**src/rtl/riscv_pkg.sv**
```systemverilog
// riscv_pkg
// Shared definitions for the instruction encoder: RV32/RV64 base opcodes
// recognised by the control decoder, request-kind codes, encoder FSM states,
// the FIFO entry layout and small field-packing helpers.
package riscv_pkg;

  localparam logic [6:0] OP_R      = 7'b0110011;
  localparam logic [6:0] OP_RW     = 7'b0111011;
  localparam logic [6:0] OP_LOAD   = 7'b0000011;
  localparam logic [6:0] OP_STORE  = 7'b0100011;
  localparam logic [6:0] OP_BRANCH = 7'b1100011;
  localparam logic [6:0] OP_LUI    = 7'b0110111;
  localparam logic [6:0] OP_IMM    = 7'b0010011;

  typedef enum logic [2:0] {
    KIND_R      = 3'd0,
    KIND_RW     = 3'd1,
    KIND_LOAD   = 3'd2,
    KIND_STORE  = 3'd3,
    KIND_BRANCH = 3'd4,
    KIND_LI     = 3'd5,
    KIND_RSV6   = 3'd6,
    KIND_RSV7   = 3'd7
  } req_kind_e;

  typedef enum logic {
    S_IDLE = 1'b0,
    S_LI2  = 1'b1
  } enc_state_e;

  typedef struct packed {
    logic        last;
    logic [31:0] instr;
  } enc_word_t;

  // True when a 32-bit value is representable as a 12-bit signed immediate.
  function automatic logic fits_simm12(input logic [31:11] v_hi);
    return (v_hi == '0) || (v_hi == '1);
  endfunction

  function automatic logic [31:0] enc_r(input logic [6:0] f7, input logic [4:0] rs2,
                                        input logic [4:0] rs1, input logic [2:0] f3,
                                        input logic [4:0] rd, input logic [6:0] op);
    return {f7, rs2, rs1, f3, rd, op};
  endfunction

  function automatic logic [31:0] enc_i(input logic [11:0] imm12, input logic [4:0] rs1,
                                        input logic [2:0] f3, input logic [4:0] rd,
                                        input logic [6:0] op);
    return {imm12, rs1, f3, rd, op};
  endfunction

  function automatic logic [31:0] enc_s(input logic [11:0] imm12, input logic [4:0] rs2,
                                        input logic [4:0] rs1, input logic [2:0] f3);
    return {imm12[11:5], rs2, rs1, f3, imm12[4:0], OP_STORE};
  endfunction

  // Branch offsets are even, so bit 0 never reaches the word.
  function automatic logic [31:0] enc_b(input logic [12:1] off, input logic [4:0] rs2,
                                        input logic [4:0] rs1, input logic [2:0] f3);
    return {off[12], off[10:5], rs2, rs1, f3, off[4:1], off[11], OP_BRANCH};
  endfunction

  function automatic logic [31:0] enc_u(input logic [19:0] imm20, input logic [4:0] rd,
                                        input logic [6:0] op);
    return {imm20, rd, op};
  endfunction

endpackage

```
**src/rtl/instr_enc_fifo.sv**
```systemverilog
// instr_enc_fifo
// Synchronous FIFO holding encoded words ({last, instr}) on their way to
// instruction memory. Head is presented combinationally; data reads as zero
// while empty so the output bus is clean after reset.
// Ports:
//   clk, rst_n      clock, synchronous active-low reset
//   wr_en_i/data_i  push request (ignored when full)
//   rd_en_i         pop request (ignored when empty)
//   rd_valid_o      FIFO not empty
//   rd_data_o       head entry
//   level_o         occupied entries
//   full_o          level == DEPTH
module instr_enc_fifo #(
  parameter int DEPTH = 4,
  parameter int WIDTH = 33
) (
  input  logic                     clk,
  input  logic                     rst_n,
  input  logic                     wr_en_i,
  input  logic [WIDTH-1:0]         wr_data_i,
  input  logic                     rd_en_i,
  output logic                     rd_valid_o,
  output logic [WIDTH-1:0]         rd_data_o,
  output logic [$clog2(DEPTH):0]   level_o,
  output logic                     full_o
);

  localparam int AW = $clog2(DEPTH);
  localparam int LW = AW + 1;

  logic [WIDTH-1:0] mem_q [DEPTH];
  logic [AW-1:0]    wr_ptr_q, wr_ptr_d;
  logic [AW-1:0]    rd_ptr_q, rd_ptr_d;
  logic [LW-1:0]    level_q, level_d;
  logic             empty;
  logic             push;
  logic             pop;

  assign empty  = (level_q == '0);
  assign full_o = (level_q == LW'(DEPTH));
  // Full-ness is judged on the pre-edge level: a simultaneous pop does not
  // make room for a push in the same cycle.
  assign push   = wr_en_i & ~full_o;
  assign pop    = rd_en_i & ~empty;

  always_comb begin
    wr_ptr_d = wr_ptr_q;
    rd_ptr_d = rd_ptr_q;
    level_d  = level_q;
    if (push) begin
      wr_ptr_d = wr_ptr_q + AW'(1);
    end
    if (pop) begin
      rd_ptr_d = rd_ptr_q + AW'(1);
    end
    if (push && !pop) begin
      level_d = level_q + LW'(1);
    end else if (pop && !push) begin
      level_d = level_q - LW'(1);
    end
  end

  always_ff @(posedge clk) begin
    if (!rst_n) begin
      wr_ptr_q <= '0;
      rd_ptr_q <= '0;
      level_q  <= '0;
    end else begin
      wr_ptr_q <= wr_ptr_d;
      rd_ptr_q <= rd_ptr_d;
      level_q  <= level_d;
    end
  end

  always_ff @(posedge clk) begin
    if (push) begin
      mem_q[wr_ptr_q] <= wr_data_i;
    end
  end

  assign rd_valid_o = ~empty;
  assign rd_data_o  = empty ? '0 : mem_q[rd_ptr_q];
  assign level_o    = level_q;

endmodule

```
**src/rtl/instr_encoder.sv**
```systemverilog
// instr_encoder
// Assembles 32-bit RV instruction words from field-level requests and streams
// them to the instruction-memory write port through a small FIFO. The LI
// pseudo-op expands to ADDI, LUI, or LUI+ADDI.
// Optional build macro: INSTR_ENC_CHECK_EN adds the enc_err range checker.
// Ports:
//   clk, rst_n          clock, synchronous active-low reset
//   req_valid/req_ready request handshake
//   req_kind..req_imm   request fields (kind, registers, funct3/7, immediate)
//   out_valid/out_ready output handshake (FIFO head)
//   out_instr, out_last encoded word, final word of its request
//   fifo_level          occupied FIFO entries
//   enc_err             (INSTR_ENC_CHECK_EN) one-cycle error pulse after accept
//
// state  | meaning
// S_IDLE | ready for a new request; word 0 written at accept
// S_LI2  | LI needs its trailing ADDI; waiting for a free FIFO slot
module instr_encoder
  import riscv_pkg::*;
#(
  parameter int FIFO_DEPTH = 4
) (
  input  logic                          clk,
  input  logic                          rst_n,
  input  logic                          req_valid,
  output logic                          req_ready,
  input  logic [2:0]                    req_kind,
  input  logic [4:0]                    req_rd,
  input  logic [4:0]                    req_rs1,
  input  logic [4:0]                    req_rs2,
  input  logic [2:0]                    req_funct3,
  input  logic [6:0]                    req_funct7,
  input  logic [31:0]                   req_imm,
  output logic                          out_valid,
  input  logic                          out_ready,
  output logic [31:0]                   out_instr,
  output logic                          out_last,
  output logic [$clog2(FIFO_DEPTH):0]   fifo_level
`ifdef INSTR_ENC_CHECK_EN
  ,
  output logic                          enc_err
`endif
);

  enc_state_e  state_q, state_d;
  logic [4:0]  li_rd_q, li_rd_d;
  logic [11:0] li_lo_q, li_lo_d;

  logic        accept;
  logic        fifo_full;
  logic        wr_en;
  enc_word_t   wr_word;
  enc_word_t   head;
  logic [19:0] li_hi;

  assign req_ready = (state_q == S_IDLE) & ~fifo_full;
  assign accept    = req_valid & req_ready;

  // (imm + 0x800) >> 12: adding 0x800 carries into bit 12 exactly when
  // imm[11] is set, so the upper part is imm[31:12] + imm[11] (mod 2^20).
  assign li_hi = req_imm[31:12] + {19'd0, req_imm[11]};

  always_comb begin
    state_d       = state_q;
    li_rd_d       = li_rd_q;
    li_lo_d       = li_lo_q;
    wr_en         = 1'b0;
    wr_word.last  = 1'b1;
    wr_word.instr = '0;
    case (state_q)
      S_IDLE: begin
        if (accept) begin
          case (req_kind_e'(req_kind))
            KIND_R: begin
              wr_en         = 1'b1;
              wr_word.instr = enc_r(req_funct7, req_rs2, req_rs1, req_funct3, req_rd, OP_R);
            end
            KIND_RW: begin
              wr_en         = 1'b1;
              wr_word.instr = enc_r(req_funct7, req_rs2, req_rs1, req_funct3, req_rd, OP_RW);
            end
            KIND_LOAD: begin
              wr_en         = 1'b1;
              wr_word.instr = enc_i(req_imm[11:0], req_rs1, req_funct3, req_rd, OP_LOAD);
            end
            KIND_STORE: begin
              wr_en         = 1'b1;
              wr_word.instr = enc_s(req_imm[11:0], req_rs2, req_rs1, req_funct3);
            end
            KIND_BRANCH: begin
              wr_en         = 1'b1;
              wr_word.instr = enc_b(req_imm[12:1], req_rs2, req_rs1, req_funct3);
            end
            KIND_LI: begin
              wr_en = 1'b1;
              if (fits_simm12(req_imm[31:11])) begin
                wr_word.instr = enc_i(req_imm[11:0], 5'd0, 3'b000, req_rd, OP_IMM);
              end else begin
                wr_word.instr = enc_u(li_hi, req_rd, OP_LUI);
                if (req_imm[11:0] != 12'd0) begin
                  wr_word.last = 1'b0;
                  state_d      = S_LI2;
                  li_rd_d      = req_rd;
                  li_lo_d      = req_imm[11:0];
                end
              end
            end
            default: begin
              // Reserved kinds are consumed without producing a word.
              wr_en = 1'b0;
            end
          endcase
        end
      end
      S_LI2: begin
        if (!fifo_full) begin
          wr_en         = 1'b1;
          wr_word.instr = enc_i(li_lo_q, li_rd_q, 3'b000, li_rd_q, OP_IMM);
          state_d       = S_IDLE;
        end
      end
      default: begin
        state_d = S_IDLE;
      end
    endcase
  end

  always_ff @(posedge clk) begin
    if (!rst_n) begin
      state_q <= S_IDLE;
      li_rd_q <= '0;
      li_lo_q <= '0;
    end else begin
      state_q <= state_d;
      li_rd_q <= li_rd_d;
      li_lo_q <= li_lo_d;
    end
  end

  instr_enc_fifo #(
    .DEPTH (FIFO_DEPTH),
    .WIDTH (33)
  ) u_fifo (
    .clk        (clk),
    .rst_n      (rst_n),
    .wr_en_i    (wr_en),
    .wr_data_i  (wr_word),
    .rd_en_i    (out_ready),
    .rd_valid_o (out_valid),
    .rd_data_o  (head),
    .level_o    (fifo_level),
    .full_o     (fifo_full)
  );

  assign out_instr = head.instr;
  assign out_last  = head.last;

`ifdef INSTR_ENC_CHECK_EN
  logic err_d, err_q;

  always_comb begin
    err_d = 1'b0;
    if (accept) begin
      case (req_kind_e'(req_kind))
        KIND_BRANCH: begin
          err_d = req_imm[0]
                | ($signed(req_imm) < -32'sd4096)
                | ($signed(req_imm) >  32'sd4094);
        end
        KIND_LOAD, KIND_STORE: begin
          err_d = ~fits_simm12(req_imm[31:11]);
        end
        KIND_RSV6, KIND_RSV7: begin
          err_d = 1'b1;
        end
        default: begin
          err_d = 1'b0;
        end
      endcase
    end
  end

  always_ff @(posedge clk) begin
    if (!rst_n) begin
      err_q <= 1'b0;
    end else begin
      err_q <= err_d;
    end
  end

  assign enc_err = err_q;
`endif

endmodule

```
**config.mk**
```make
export PLATFORM = sky130hd
export DESIGN_NAME = instr_encoder
export DESIGN_NICKNAME = d
export VERILOG_FILES = /design/src/rtl/riscv_pkg.sv /design/src/rtl/instr_enc_fifo.sv /design/src/rtl/instr_encoder.sv
export SDC_FILE = /design/constraint.sdc
export NUM_CORES = 1
export LEC_CHECK = 0
export BUFFER_PORTS_ARGS = -buffer_cell sky130_fd_sc_hd__buf_2
export CAP_MARGIN = 30
export CELL_PAD_IN_SITES_DETAIL_PLACEMENT = 1
export CELL_PAD_IN_SITES_GLOBAL_PLACEMENT = 1
export CORE_UTILIZATION = 30
export DETAILED_ROUTE_END_ITERATION = 8
export PLACE_DENSITY_LB_ADDON = 0.08
export SETUP_SLACK_MARGIN = 0.1
export SYNTH_ARGS = -nofsm -noshare
export SYNTH_HDL_FRONTEND = slang
export SYNTH_SLANG_ARGS = --single-unit
```
**constraint.sdc**
```tcl
create_clock -name clk -period 3 [get_ports clk]
set_clock_uncertainty 0.1 [all_clocks]
set_input_delay 0.45 -clock clk [delete_from_list [all_inputs] [get_ports clk]]
set_output_delay 0.45 -clock clk [all_outputs]
set_load 0.03 [all_outputs]
```
=== Yosys cells after proc, flatten, opt, wreduce, memory -nomap -nowiden ===
Memories as Yosys holds them, arrays and structs flattened. A register that Yosys moved wholly into a read port is not among the register bits.
Cells that the tools add are included.

* Flip-flop bits (word level): 25
* Bits in latches: 0
* Memory bits (writable): 132
* Bits in read-only memories: 0
* Input port bits: 64
* Output and inout bits: 38
* Word-level logic and storage cells: 65
* Memories kept: 1

{| class="wikitable"
|+ Memories
! memory !! depth !! bits a word !! read ports !! clocked after memory_dff !! write ports !! RTL line !! RTL
|-
| u_fifo.mem_q || 4 || 33 || 1 || 1 || 1 || instr_enc_fifo.sv:31 || <nowiki>logic [WIDTH-1:0] mem_q [DEPTH];</nowiki>
|}

* Add/subtract/negate cells: 5
* Multiply operators: 0
* Divide/modulo/power cells: 0
* Order comparisons: 0
* Equal/unequal tests: 7
* Shift operators: 0
* Mux-type cells: 26
* Bitwise operators: 8
* Reductions and logical operators: 12

{| class="wikitable"
|+ Operators by type and width
! operator !! count
|-
| $pmux 32 s6 || 1
|-
| $mux 33 || 2
|-
| $mux 32 || 2
|-
| $pmux 32 s2 || 1
|-
| $eq 21x21->1 const B || 1
|-
| $logic_not 21->1 || 1
|-
| $add 20x1->20 || 1
|-
| $mux 1 || 14
|-
| $reduce_bool 12->1 || 1
|-
| $eq 3x3->1 const B || 3
|-
| $eq 3x2->1 const B || 2
|-
| $logic_not 3->1 || 2
|-
| $mux 3 || 2
|-
| $reduce_or 6->1 || 1
|-
| $reduce_and 5->1 || 1
|-
| $add 2x1->2 const B || 2
|-
| $and 1x1->1 || 4
|-
| $mux 2 || 2
|-
| $not 1->1 || 4
|-
| $pmux 1 s2 || 2
|-
| $add 3x1->3 const B || 1
|-
| $eq 3x1->1 const B || 1
|-
| $sub 3x1->3 const B || 1
|-
| $logic_and 1x1->1 || 2
|-
| 3 further kinds || 4
|}

=== Longest topological paths before layout ===
* Depth after elaboration: 11
* Depth in mapped cells: 9
* Mapped depth without buffers: 8

=== Modules after synthesis ===
From an unflattened synthesis, not the netlist that was laid out.

* Cell total of the unflattened synthesis: 539
* Area, all modules: 7558.5 um^2

{| class="wikitable"
|+ By module, submodules not included
! module !! times used !! cells each !! area each (um^2) !! sequential area each (um^2)
|-
| instr_enc_fifo || 1 || 259 || 5496.5 || 4144.0
|-
| instr_encoder || 1 || 280 || 2062.0 || 360.3
|}

=== Least setup slack after synthesis ===
Ideal clock, no wire load.

* Path type: reg-to-reg
* Start point: register u_fifo.level_q[0] (netlist: u_fifo.level_o[0])
* End point: register u_fifo.level_q[2] (netlist: u_fifo.level_o[2])
* Library setup time: 0.076 ns
* Arrival: 2.359 ns
* Required time: 2.824 ns
* Setup slack: 0.465 ns
* Stages on the path, launching flop included: 9
* Path buffers: 0
* Period minus slack after synthesis: 2.535 ns
* Cell sequence: dfxtp_1 nor3b_2 a21oi_1 ha_1 inv_1 fa_1 xor2_1 or3_1 a21boi_0

* Word-level cells in the longest chain between the ends: 10
* Elaborated cells between the ends (all ways): 20
* Classes of those cells: 2 x add/sub; 1 x eq/ne; 5 x mux; 6 x bitwise; 6 x reduce/logical

{| class="wikitable"
|+ Ends and longest elaborated chain
! item !! RTL line !! RTL
|-
| start, declared || instr_enc_fifo.sv:34 || <nowiki>logic [LW-1:0] level_q, level_d;</nowiki>
|-
| start signal, assigned || instr_enc_fifo.sv:71 || <nowiki>level_q <= level_d;</nowiki>
|-
| $eq 3x3->1 (*) || instr_enc_fifo.sv:40 || <nowiki>assign full_o = (level_q == LW'(DEPTH));</nowiki>
|-
| $not 1->1 || instr_enc_fifo.sv:43, instr_encoder.sv:56 ||
|-
| $and 1x1->1 || instr_encoder.sv:56 || <nowiki>assign req_ready = (state_q == S_IDLE) & ~fifo_full;</nowiki>
|-
| $and 1x1->1 || instr_encoder.sv:57 || <nowiki>assign accept = req_valid & req_ready;</nowiki>
|-
| $mux 1 || instr_encoder.sv:72 || <nowiki>if (accept) begin</nowiki>
|-
| $pmux 1 s2 || instr_encoder.sv:70 || <nowiki>case (state_q)</nowiki>
|-
| $and 1x1->1 (*) || instr_enc_fifo.sv:43 || <nowiki>assign push = wr_en_i & ~full_o;</nowiki>
|-
| net u_fifo.push || instr_enc_fifo.sv:36 || <nowiki>logic push;</nowiki>
|-
| $logic_not 1->1 || instr_enc_fifo.sv:58 || <nowiki>end else if (pop && !push) begin</nowiki>
|-
| $logic_and 1x1->1 || instr_enc_fifo.sv:58 ||
|-
| $reduce_bool 2->1 (no source line) || - ||
|}

Mark *: on every way through the listed nets, which the timed path passes. The rest lies on a longest branch. The select of a mux whose other input is x is not followed.
A chain may end at the register's enable or synchronous reset.

==> results.toml <==
[run_status]
status = "finished, final reports clean"

[power]
switching_power_mw = 2.600
power_mw = 7.204
p_clk_frac = 0.293
p_leak_nw = 3.261
ir_worst_vdd_mv = 0.4287
p_int_mw = 4.604
power.density_nw_per_um2 = 806.2
p_sw_frac = 0.3609
combPwrFrac = 0.339
seq_power_share = 0.368

[global_route]
grt_start_max_net_pins = 44
grt_use_total = 0.1888
antenna_found_initial = 0
grt_pass1_vias = 5483
grt_pass1_wl_um = 34950
gr-total-overflow = 0

[clocking]
clkSinkCount = 155
clk_pin_slew_ns = 0.07
cts_buffer_depth = 2
cts_setup_buffers = 0
insertion_delay_ns = 0.42
hold_buffers = 0
cts_buffers = 17
cts_htree_levels = 4
cts_resized = 0
cts_tree = "yes"
cts-root-buf = "clkbuf_16"

[sta]
worstMarginPinSlew_ns = 0.7929
setup_slack_ns = 0.4574
slew_headroom = 0.4714
period_needed_ns = 2.543
tns_ns = 0
grt_setup_unrepaired = "false"
hold_ws_ns = 0.1887
setup_viol = 0
drv_slew = 0
fmax_mhz = 393.3
fin_crit_sh = 0.8475
hold_viol = 0

[die]
die_x_um = 159.1
die_area_sq_um = 25300
core_sq_um = 24250
die_h_um = 159.1
initial_core_util = 0.3052
num_io_pins = 102
row_count = 57

[logic_synthesis]
synthCells = 545
synthTopCellsByArea = "edfxtp_1, mux4_2, dfxtp_1"
synth.distinct_cells = 56
avgSynthCellArea_sq_um = 13.58
yosysSeqAreaShare = 0.5925
synth-seq-cells = 155
yosysMostFrequentCell = "edfxtp_1"
yosys.area.top_type = "edfxtp_1"
synth-main-ff-cell = "edfxtp_1"
synth_common_cells = "edfxtp_1, nand2_1, and2_1"
synth_warnings = 0
synthArstFlopShare = 0
synth_edf_count = 128
syn_area_sq_um = 7400
yosysTopAreaCellShare = 0.5194
syn_nets = 618

[placement]
placement.io_buffers = 101
placed_cells = 966
place_ws_ns = 0.05626
hpwl_um = 16210
place_congestion = 0.7672

[final_layout]
nets = 734
nFillCells = 2596
n_antenna_cell = 0
final_cells = 998
drive_gt1_frac = 0.3012
synthToLayoutAreaGrowth_pct = 20.76

[route]
wl_per_cell_um = 23.05
vias = 5092
vias_per_cell = 5.102
dr_wl_met3_um = 639
dr.pass1.iters = 6
ant_nets = 0
drc = 0
drtIter0Drc = 243
wl_met2_um = 11250
drt-total-wl_um = 23000
top_layer_used = "met4"
wl_met1_um = 10770

[critical_path]
critPathKind = "flop to output port"
worst-r2r-setup-slack_ns = 0.51
worstPathRequired_ns = 2.45
r2r_cells = 4
cp.arrival_ns = 1.99
worstReg2RegEnd = "u_fifo.mem_q[2][23]$_DFFE_PP_"
r2r_start = "u_fifo.level_o[0]$_SDFFE_PN0P_"
cp-end-kind = "output port"
cp_max_fo = 13
startpoint_type = "flop"

[flow_run]
cap_violations = 0

[min_path]
whs_endpoint = "li_rd_q[1]$_SDFFE_PN0P_"
holdPathStages = 3
hold_class = "primary input to flop"
worstHoldStart = "req_rd[1]"
-- state kept, by name, indices dropped and copies added, names as in the netlist, named ones only --
signal and flops:
u_fifo.wr_ptr_q 2, li_lo_q 12, u_fifo.mem_q 128, u_fifo.rd_ptr_q 2, u_fifo.level_o 3, state_q 1
li_rd_q 5
-- through the flow --
step,utilization,instance area [sq um]
4_1_cts,0.3685,8936
6_report,0.3685,8936
2_1_floorplan,-,7400
3_3_place_gp,0.3452,8371
5_1_grt,0.3685,8936
3_5_place_dp,0.3452,8371
-- power groups by stage --
stage / Sequential (mW) / Clock (mW) / Combinational [mW]
final: 2.65 / 2.11 / 2.44
after detailed placement: 2.70 / 0 / 2.50
after floorplan: 2.71 / 0 / 1.66
after global placement: 2.69 / 0 / 2.48
after CTS: 2.66 / 2.17 / 2.51
after global routing: 2.67 / 2.24 / 2.65
-- per-layer routing --
| layer | vias to the layer above | track usage |
|---|---|---|
| met4 | 0 | 0.05944 |
| met3 | 20 | 0.02891 |
| met5 | - | 0 |
| li1 | 2329 | - |
| met1 | 2635 | 0.2550 |
| met2 | 108 | 0.3118 |
-- worst max-delay path by stage --
| stage | from | endpoint | slack (ns) |
|---|---|---|---|
| after global placement | req_imm[12] | u_fifo.mem_q[2][28]$_DFFE_PP_ | 0.12 |
| after global routing | flop | out_instr[30] | 0.33 |
| after detailed placement | req_imm[12] | u_fifo.mem_q[0][28]$_DFFE_PP_ | 0.06 |
| after CTS | flop | out_instr[26] | 0.40 |
| after floorplan | u_fifo.level_o[0]$_SDFFE_PN0P_ | u_fifo.level_o[2]$_SDFFE_PN0P_ | 0.47 |
| final | flop | out_instr[26] | 0.46 |
-- cell families after synthesis --
logic type | synth area share
mux | 0.1273
buf+inv | 0.02469
xor+xnor | 0.02722
simple gates | 0.1371
flops | 0.5925
fa+ha+maj | 0.01623
compound gates | 0.07491
-- layout make-up --
| class | count | area (sq um) | area share |
|---|---|---|---|
| clock buffer | 17 | 425.4 | 0.04761 |
| clock inverter | 15 | 140.1 | 0.01568 |
| inverter | 7 | 26.28 | 0.002940 |
| multi-input combinational | 352 | 2833 | 0.3170 |
| sequential | 155 | 4385 | 0.4908 |
| tap | 324 | 405.4 | 0.04537 |
| timing repair buffer | 128 | 720.7 | 0.08065 |
-- layout by cell type (no fill, tap or decap), types with 3 or more instances in the layout --
cell type	instances
edfxtp_1	128
clkinv_4	3
clkbuf_16	17
nor2b_1	6
buf_2	101
a22o_1	5
nand3_1	13
xnor2_1	12
clkinvlp_4	4
and2_1	42
nand4_1	8
and3_1	5
a22oi_1	20
a21oi_1	8
mux2i_1	21
o211ai_1	6
and4_1	3
nor4_1	8
nor2_1	8
inv_1	7
o21ai_0	13
mux4_2	32
nand2_1	80
xor2_1	11
o221ai_1	12
ha_1	8
inv_6	4
buf_4	26
dfxtp_1	26
-- critical path, stage by stage (launching register included) --
cell	delay, ns
dfxtp_2	0.35
buf_4	0.31
mux4_2	0.56
and2_1	0.17
buf_2	0.17
Power figures use the tool's default switching activity.
